==> src/rtl/wb_arbiter2.sv <==
// Two-master (instruction read-only, data read/write) Wishbone arbiter onto one slave.
// Define WB_ARB_TIMEOUT_EN to abort slave transfers that go unacknowledged for TIMEOUT cycles.
module wb_arbiter2 #(
    parameter int unsigned AW      = 10,
    parameter int unsigned TIMEOUT = 255
) (
    input  logic          clk_i,
    input  logic          rst_in,

    input  logic          ib_cyc_i,
    input  logic          ib_stb_i,
    input  logic [AW-1:0] ib_adr_i,
    output logic          ib_ack_o,
    output logic          ib_err_o,
    output logic [31:0]   ib_rdt_o,

    input  logic          db_cyc_i,
    input  logic          db_stb_i,
    input  logic          db_we_i,
    input  logic [3:0]    db_be_i,
    input  logic [AW-1:0] db_adr_i,
    input  logic [31:0]   db_dat_i,
    output logic          db_ack_o,
    output logic          db_err_o,
    output logic [31:0]   db_rdt_o,

    output logic          s_cyc_o,
    output logic          s_stb_o,
    output logic          s_we_o,
    output logic [3:0]    s_be_o,
    output logic [AW-1:0] s_adr_o,
    output logic [31:0]   s_dat_o,
    input  logic          s_ack_i,
    input  logic [31:0]   s_dat_i
);

    localparam logic [1:0] StIdle  = 2'd0;
    localparam logic [1:0] StBusyI = 2'd1;
    localparam logic [1:0] StBusyD = 2'd2;

    if (TIMEOUT == 0) begin : g_bad_timeout
        $error("wb_arbiter2: TIMEOUT must be non-zero");
    end

    logic [1:0] state_q, state_d;
    logic       last_d_q, last_d_d;   // 1: data bus held the most recent grant
    logic       ib_req, db_req;
    logic       timeout;

    assign ib_req = ib_cyc_i & ib_stb_i;
    assign db_req = db_cyc_i & db_stb_i;

`ifdef WB_ARB_TIMEOUT_EN
    localparam int unsigned CntW = ($clog2(TIMEOUT + 1) > 8) ? $clog2(TIMEOUT + 1) : 8;

    logic [CntW-1:0] cnt_q, cnt_d;

    // Held at zero while idle so every grant starts counting from zero.
    always_comb begin
        cnt_d = '0;
        if (state_q != StIdle && !s_ack_i) begin
            cnt_d = cnt_q + 1'b1;
        end
    end

    assign timeout = (state_q != StIdle) && !s_ack_i && (cnt_q == CntW'(TIMEOUT));

    always_ff @(posedge clk_i or negedge rst_in) begin
        if (!rst_in) begin
            cnt_q <= '0;
        end else begin
            cnt_q <= cnt_d;
        end
    end
`else
    assign timeout = 1'b0;
`endif

    always_comb begin
        state_d  = state_q;
        last_d_d = last_d_q;
        unique case (state_q)
            StIdle: begin
                if (ib_req && db_req) begin
                    state_d = last_d_q ? StBusyI : StBusyD;
                end else if (ib_req) begin
                    state_d = StBusyI;
                end else if (db_req) begin
                    state_d = StBusyD;
                end
            end
            StBusyI: begin
                if (s_ack_i || !ib_cyc_i || timeout) begin
                    state_d  = StIdle;
                    last_d_d = 1'b0;
                end
            end
            StBusyD: begin
                if (s_ack_i || !db_cyc_i || timeout) begin
                    state_d  = StIdle;
                    last_d_d = 1'b1;
                end
            end
            default: state_d = StIdle;
        endcase
    end

    // Strobe is masked by ack so a registered-ack slave never sees a second access.
    always_comb begin
        s_cyc_o  = 1'b0;
        s_stb_o  = 1'b0;
        s_we_o   = 1'b0;
        s_be_o   = 4'h0;
        s_adr_o  = '0;
        s_dat_o  = 32'h0;
        ib_ack_o = 1'b0;
        ib_err_o = 1'b0;
        db_ack_o = 1'b0;
        db_err_o = 1'b0;
        unique case (state_q)
            StBusyI: begin
                s_cyc_o  = ib_cyc_i & ~timeout;
                s_stb_o  = ib_stb_i & ~s_ack_i & ~timeout;
                s_be_o   = 4'hF;
                s_adr_o  = ib_adr_i;
                ib_ack_o = s_ack_i;
                ib_err_o = timeout;
            end
            StBusyD: begin
                s_cyc_o  = db_cyc_i & ~timeout;
                s_stb_o  = db_stb_i & ~s_ack_i & ~timeout;
                s_we_o   = db_we_i;
                s_be_o   = db_be_i;
                s_adr_o  = db_adr_i;
                s_dat_o  = db_dat_i;
                db_ack_o = s_ack_i;
                db_err_o = timeout;
            end
            default: ;
        endcase
    end

    assign ib_rdt_o = s_dat_i;
    assign db_rdt_o = s_dat_i;

    always_ff @(posedge clk_i or negedge rst_in) begin
        if (!rst_in) begin
            state_q  <= StIdle;
            last_d_q <= 1'b1;
        end else begin
            state_q  <= state_d;
            last_d_q <= last_d_d;
        end
    end

endmodule

==> config.mk <==
export PLATFORM = sky130hd
export DESIGN_NAME = wb_arbiter2
export DESIGN_NICKNAME = d
export VERILOG_FILES = /design/src/rtl/wb_arbiter2.sv
export SDC_FILE = /design/constraint.sdc
export NUM_CORES = 1
export LEC_CHECK = 0
export CAP_MARGIN = 40
export CORE_AREA = 2 2 83 85
export DETAILED_ROUTE_END_ITERATION = 8
export DIE_AREA = 0 0 85 87
export GPL_TIMING_DRIVEN = 0
export PLACE_DENSITY = 0.73
export SLEW_MARGIN = 20
export SYNTH_ARGS = -nofsm -noshare
export SYNTH_HDL_FRONTEND = slang
export SYNTH_SLANG_ARGS = --single-unit
==> constraint.sdc <==
create_clock -name clk_i -period 2.29 [get_ports clk_i]
set_input_delay 0.229 -clock clk_i [delete_from_list [all_inputs] [get_ports clk_i]]
set_output_delay 0.229 -clock clk_i [all_outputs]
set_load 0.1 [all_outputs]
== Word level (Yosys, flattened, before mapping) ==
Index checks and enable logic that the tools add are counted.
Operators by class
  equal/unequal tests: 5
  multiplexer cells: 18
  bitwise operators: 5
  reduce and logical (&&, ||, !) cells: 9
Operators by type and width (number)
  32-bit two-way mux: 1
  10-bit case mux with 2 select lines: 1
  2-bit two-way mux: 6
  4-bit case mux with 2 select lines: 1
  1-bit case mux with 2 select lines: 3
  2-bit case mux with 3 select lines: 1
  3-bit AND reduction: 2
  1-bit two-way mux: 5
  1-bit bitwise AND: 4
  2-bit != test (second input constant): 2
  4-bit != test (second input constant): 1
  2-bit by 1-bit == test with 1-bit output (second input constant): 1
  2-bit == test (second input constant): 1
  1-bit zero test: 2
  2-bit zero test: 1
  1-bit logical OR: 2
  2-bit nonzero test: 1
  1-bit logical AND: 1
  1-bit inverter: 1
Word-level totals
  register bits: 3
  input port bits: 96
  output and inout port bits: 117
  word-level logic and storage cells: 39

== Depth between registers and ports, before layout ==
  depth after elaboration: 5
  mapped depth: 6
  depth with buffers taken out: 5

== Worst setup path after synthesis ==
OpenSTA, ideal clock, no wires.
  path kind: reg2out
  start point: register state_q[0]
  end point: output s_stb_o
  data arrival time: 3.169 ns
  data required time: 2.061 ns
  slack: -1.108 ns
  stages on the path, launching flop included: 6
  buffers on the path: 1
  cell sequence: dfrtp_1 inv_1 ha_1 buf_2 mux2i_1 nor3b_1
Between the ends
  word-level cells in the longest chain between the ends: 2
  elaborated cells on any way between the ends: 3
  classes of those cells: eq/ne: 2; mux: 1
Ends and longest elaborated chain
  start, declared: line 45  | logic [1:0] state_q, state_d;
  start signal, assigned: line 148  | state_q <= StIdle;
  start signal, assigned: line 151  | state_q <= state_d;
  2-bit == test or 2-bit by 1-bit == test with 1-bit output (tied branches): line 120  | unique case (state_q)
  1-bit case mux with 2 select lines (*): line 120
  end, declared: line 28  | output logic s_stb_o,
Mark *: on every way between the ends. The rest lies on a longest branch, timed or not.

== Worst setup path after layout ==
  start point: register state_q[0]
  end point: output s_we_o
Between the ends
  word-level cells in the longest chain between the ends: 2
Ends and longest elaborated chain
  2-bit == test: line 120
  1-bit two-way mux: line 120
  end, declared: line 29  | output logic s_we_o,
No other way between the ends.

==> flow_summary.json <==
{
  "synth_seq_cells": 3,
  "path_max_fanout": 10,
  "syn_area_per_cell_um2": 7.454,
  "postRouteAntennaNets": 0,
  "instances_no_fill": 523,
  "hold_ws_ns": 0.1970,
  "globalRouteTotalUtil_pct": 22.00,
  "vias_per_cell": 4.195,
  "routedWlPerCell_um": 16.16,
  "cp-end-kind": "output pin",
  "setup_tns_ns": 0,
  "rsz0062_at_grt": "false",
  "ys_seq_area_share_pct": 6.244,
  "grt_pass1_wl_um": 12550,
  "peakVddDrop_mv": 0.7124,
  "wl_um": 8452,
  "fin_crit_ns": 2.185,
  "dpl.hpwl_um": 7723,
  "leakage_uw": 0.002285,
  "crit_type": "register to output pin",
  "grt_pass1_vias": 2436,
  "core_um2": 6569,
  "preCtsSetupSlack_ns": -0.2306,
  "start_util_pct": 18.61,
  "dp.cells": 538,
  "drt_iter0_drc": 26,
  "clock_path_buffers": 2,
  "cts_tree": "yes",
  "layout_commonest_cell": "clkdlybuf4s50_1",
  "antenna_cells": 0,
  "setup_violations": 0,
  "slew_violations": 0,
  "syn_area_um2": 1222,
  "max_freq_ghz": 0.4576,
  "io_buffers": 178,
  "fill_cells": 385,
  "cts_max_level": 1,
  "vias": 2194,
  "clk_latency_ns": 0.21,
  "area_delta_synth_final_pct": 319.2,
  "drtPass1Iterations": 4,
  "grt_max_degree": 11,
  "drive_gt1_share_pct": 49.89,
  "boundaryPins": 213,
  "grt_overflow": 0,
  "antenna_found_initial": 0,
  "die-width_um": 85,
  "die_h_um": 87,
  "holdCritPathClass": "input port to asynchronous set/reset pin",
  "numCtsBuffers": 3,
  "root_buffer": "clkbuf_8",
  "timing.final.crit_share_pct": 95.42,
  "clk_pin_slew_ns": 0.03,
  "start_kind": "register",
  "setup_slack_ns": 0.1049,
  "worstPathArrival_ns": 1.96,
  "clock_sinks": 3,
  "r2r_slack_ns": 0.69,
  "mostFrequentLayoutCells": "clkdlybuf4s50_1 (144), buf_8 (78), buf_4 (71), and2_1 (35)",
  "maxCapViolCount": 0,
  "fin_nets": 544,
  "synth_warnings": 0,
  "powerDensity_nw_per_um2": 917.6,
  "routabilityCongestion": 0.7274,
  "clock_skew_ns": 0.0001924,
  "syn_inst": 164,
  "synth.distinct_cells": 26,
  "drcViolationCount": 0,
  "status": "finished, final reports clean",
  "dieArea_um2": 7395,
  "hold_viol": 0,
  "rows": 30,
  "postCtsHoldBufs": 0,
  "required_ns": 2.06
}
## cell usage after synthesis, drive strengths merged
library cell  number  area [um^2]
nand3              1        5.000
nor2b             15        93.84
nand4              1        6.260
mux2               1        15.01
and2              35        219.0
o2111ai            1        8.760
buf               72        531.8
inv                2        7.510
clkbuf             2        7.510
mux2i              1        10.01
o2bb2ai            2        17.52
nand2              2        7.510
o22ai              2        18.77
nor3b              1        7.510
a2bb2oi            1        8.760
ha                 4        50.05
nor2               1        3.750
conb               1        3.750
a21oi              4        20.02
a22oi             12        103.9
dfrtp              2        50.05
dfstp              1        26.28
## worst max-delay path: stages (launching register included)
cell and delay [ns]:
dfrtp_1 0.40, inv_4 0.12, ha_4 0.17, buf_6 0.14
and2_1 0.13, clkdlybuf4s50_1 0.57, buf_16 0.20
## through the flow
stage          total power [uW]  area, um^2  util [%]
3_5_place_dp               4476        5115     77.87
4_1_cts                    4703        5115     77.87
6_report                   4703        5125     78.02
3_3_place_gp               3377        3151     47.96
2_1_floorplan              2638        1269         -
5_1_grt                    4841        5125     78.02
## layer usage
layer  track usage, %  vias to the layer above  part of all wire (%)
met2            46.52                      142                    59
met3            6.161                       19                   9.4
li1                 -                     1021                     -
met1            19.05                     1012                    29
met4            8.369                        0                   3.1
met5                0                        -                     0
## what timing repair did
action | CTS | global route
buffers inserted | 0 | 3
setup endpoints to repair | 47 | 17
gates resized for setup | 53 | 2
## sequential cells by signal, summed over array words and instances, names as in the netlist
register	cells
last_d_q	1
state_q	2
## where the power goes
part | switching [uW] | total [uW] | internal [uW] | leakage [uW]
Combinational | 2670 | 4450 | 1780 | 0.00223
Sequential | 21.4 | 99.2 | 77.8 | 0.0000351
Clock | 34.1 | 153 | 119 | 0.0000228
## cells by family (layout without fill, tap and decap cells)
kind of cell	after synthesis	in the layout	share of synthesized area, %
buffers and inverters	76	354	44.73
flip-flops	3	3	6.244
AO/OA/AOI/OAI	22	22	14.54
multiplexers	2	2	2.047
other	1	2	0.3068
AND/OR/NAND/NOR	56	56	28.05
adder cells (fa/ha/maj)	4	4	4.094
## worst paths after layout
path | start | cells after the start | to
setup / recovery | state_q[0] | 6 | s_we_o
hold / removal | rst_in | 1 | state_q[0]
setup reg to reg | state_q[1] | 7 | last_d_q
hold reg to reg | last_d_q | 1 | last_d_q
max in group asynchronous | rst_in | 1 | last_d_q
min in group clk_i | last_d_q | 1 | last_d_q
## final cells by class
cell class                      instances  area (um^2)  area share [%]
Inverter                                2        10.01          0.1953
Sequential cell                         3        77.57           1.514
Multi-Input combinational cell         86        683.2           13.33
Timing Repair Buffer                  274         3628           70.80
Clock buffer                            4        45.04          0.8789
Tap cell                               80        100.1           1.953
Buffer                                 74        580.6           11.33
(Power assumes the default switching activity.)
==> edit (same flow settings) <==
The parameter `AW` goes from 10 to 9.
--- a/src/rtl/wb_arbiter2.sv
+++ b/src/rtl/wb_arbiter2.sv
@@ -2,5 +2,5 @@
 // Define WB_ARB_TIMEOUT_EN to abort slave transfers that go unacknowledged for TIMEOUT cycles.
 module wb_arbiter2 #(
-    parameter int unsigned AW      = 10,
+    parameter int unsigned AW      = 9,
     parameter int unsigned TIMEOUT = 255
 ) (
Ports: changed (resized db_adr_i, ib_adr_i and s_adr_o); port bits go from 213 to 210. The function was not compared with the original's and may differ.
==> edit against the unedited design <==
- total power fell by 3.4%
- largest cell class unchanged
- clock skew rose by 0.0036 ns
- wire length fell by 3.9%
- cell area fell by 2.9%
- synthesized area fell by 1.1%
- largest power group unchanged
- synthesized cell count fell by 1.2%
- worst setup slack improved by 0.027 ns
- core utilization fell by 2.3 points
- sequential cell count did not move
==> edit: results (changes against the unedited design) <==
| Metric | Value |
|---|---|
| Root Driver | `clkbuf_8` |
| Outcome | `completed` |
| Critical Path Slowest Stage Cell | `clkdlybuf4s50_1` |
| Met2 Wirelength | `4.84 mm (-2.2%)` |
| Final GP Congestion | `0.715 (-1.7%)` |
| Worst-case reg-to-reg path depth | `6 (-1)` |
| Yosys cell types | `26 (unchanged)` |
| Synth warn | `0 (unchanged)` |
| First-pass GRT wire length | `12.1 mm (-3.4%)` |
| Routed met1 length | `2.43 mm (-0.57%)` |
| Dominant cells by area after synthesis | `buf_4 (41%), and2_1 (18%), nor2b_1 (7.2%), a22oi_1 (6.2%), dfrtp_1 (4.1%)` |
| HPWL after DPL | `7.33 mm (-5.1%)` |
| Met3 Use GR | `5.31% (-0.85 points)` |
| CP max stage delay | `0.51 ns (-0.06 ns)` |
| Reg-to-reg slack, setup | `0.77 ns (+0.08 ns)` |
| Worst path arrival time | `1.93 ns (-0.03 ns)` |
| Fmax | `463 MHz (+1.3%)` |
| Synth top cells by count | `buf_4 (66), and2_1 (35), nor2b_1 (14), a22oi_1 (10), buf_2 (5)` |
| Setup crit end | `s_dat_o[8]` |
| Pre-CTS WS | `-0.266 ns (-0.0355 ns)` |
| Port bufs | `175 (-1.7%)` |
| Starting Density | `18.4% (-0.21 points)` |
| Gr usage total | `21.0% (-0.97 points)` |
| Share of cells above drive strength 1 | `50.3% (+0.46 points)` |
| Met2 usage | `44.7% (-1.8 points)` |
| Met3 wire len | `672 um (-15%)` |
| Hold slack | `0.211 ns (+0.0136 ns)` |
| Skew final | `0.00382 ns (+0.00363 ns)` |
| Maximum VDD drop | `805 uV (+13%)` |
| Post-DP Area | `4980 um2 (-2.7%)` |
| Avg Cell Area, Syn | `7.46 um2 (about the same)` |
| Reg2reg start | `state_q[1]$_DFFE_PN0P_` |
| Final Non-Filler Cells | `511 (-2.3%)` |
| Inst Count DP | `532 (-1.1%)` |
| DR WL/cell | `15.9 um (-1.6%)` |
| DRT iter0 DRCs | `31 (+19%)` |
| Leakage | `2.25 nW (-1.6%)` |
| Routed vias/inst | `4.07 (-2.9%)` |
| M1 GR Usage | `19.2% (+0.16 points)` |
| Sequential element share of the synthesized area | `6.31% (+0.071 points)` |
[edit: timing repair]
action / CTS / global route
setup buffers: 0 / 1
gates resized for setup: 46 / 12
endpoints found under the hold margin: 0 / 0
endpoints found under the setup margin: 47 / 10
[edit: cell type report]
class | count | area, um2
Buffer | 74 | 578
Clock buffer | 4 | 45.0
Fill cell | 393 | 1590
Inverter | 2 | 10.0
Multi-Input combinational cell | 84 | 667
Sequential cell | 3 | 77.6
Tap cell | 80 | 100
Timing Repair Buffer | 264 | 3500
[edit: kinds of logic after synthesis]
group	share of synthesized area, %
fa+ha+maj	4.14
other cells	0.310
compound gates	14.1
flops	6.32
simple gates	27.8
buf+inv	45.2
mux	2.07
[edit: report_power, final]
group,switching [mW],internal [mW],leakage (nW)
sequential,0.0257,0.0777,0.0351
combinational,2.59,1.69,2.19
clock,0.0317,0.118,0.0228
total,2.65,1.89,2.25
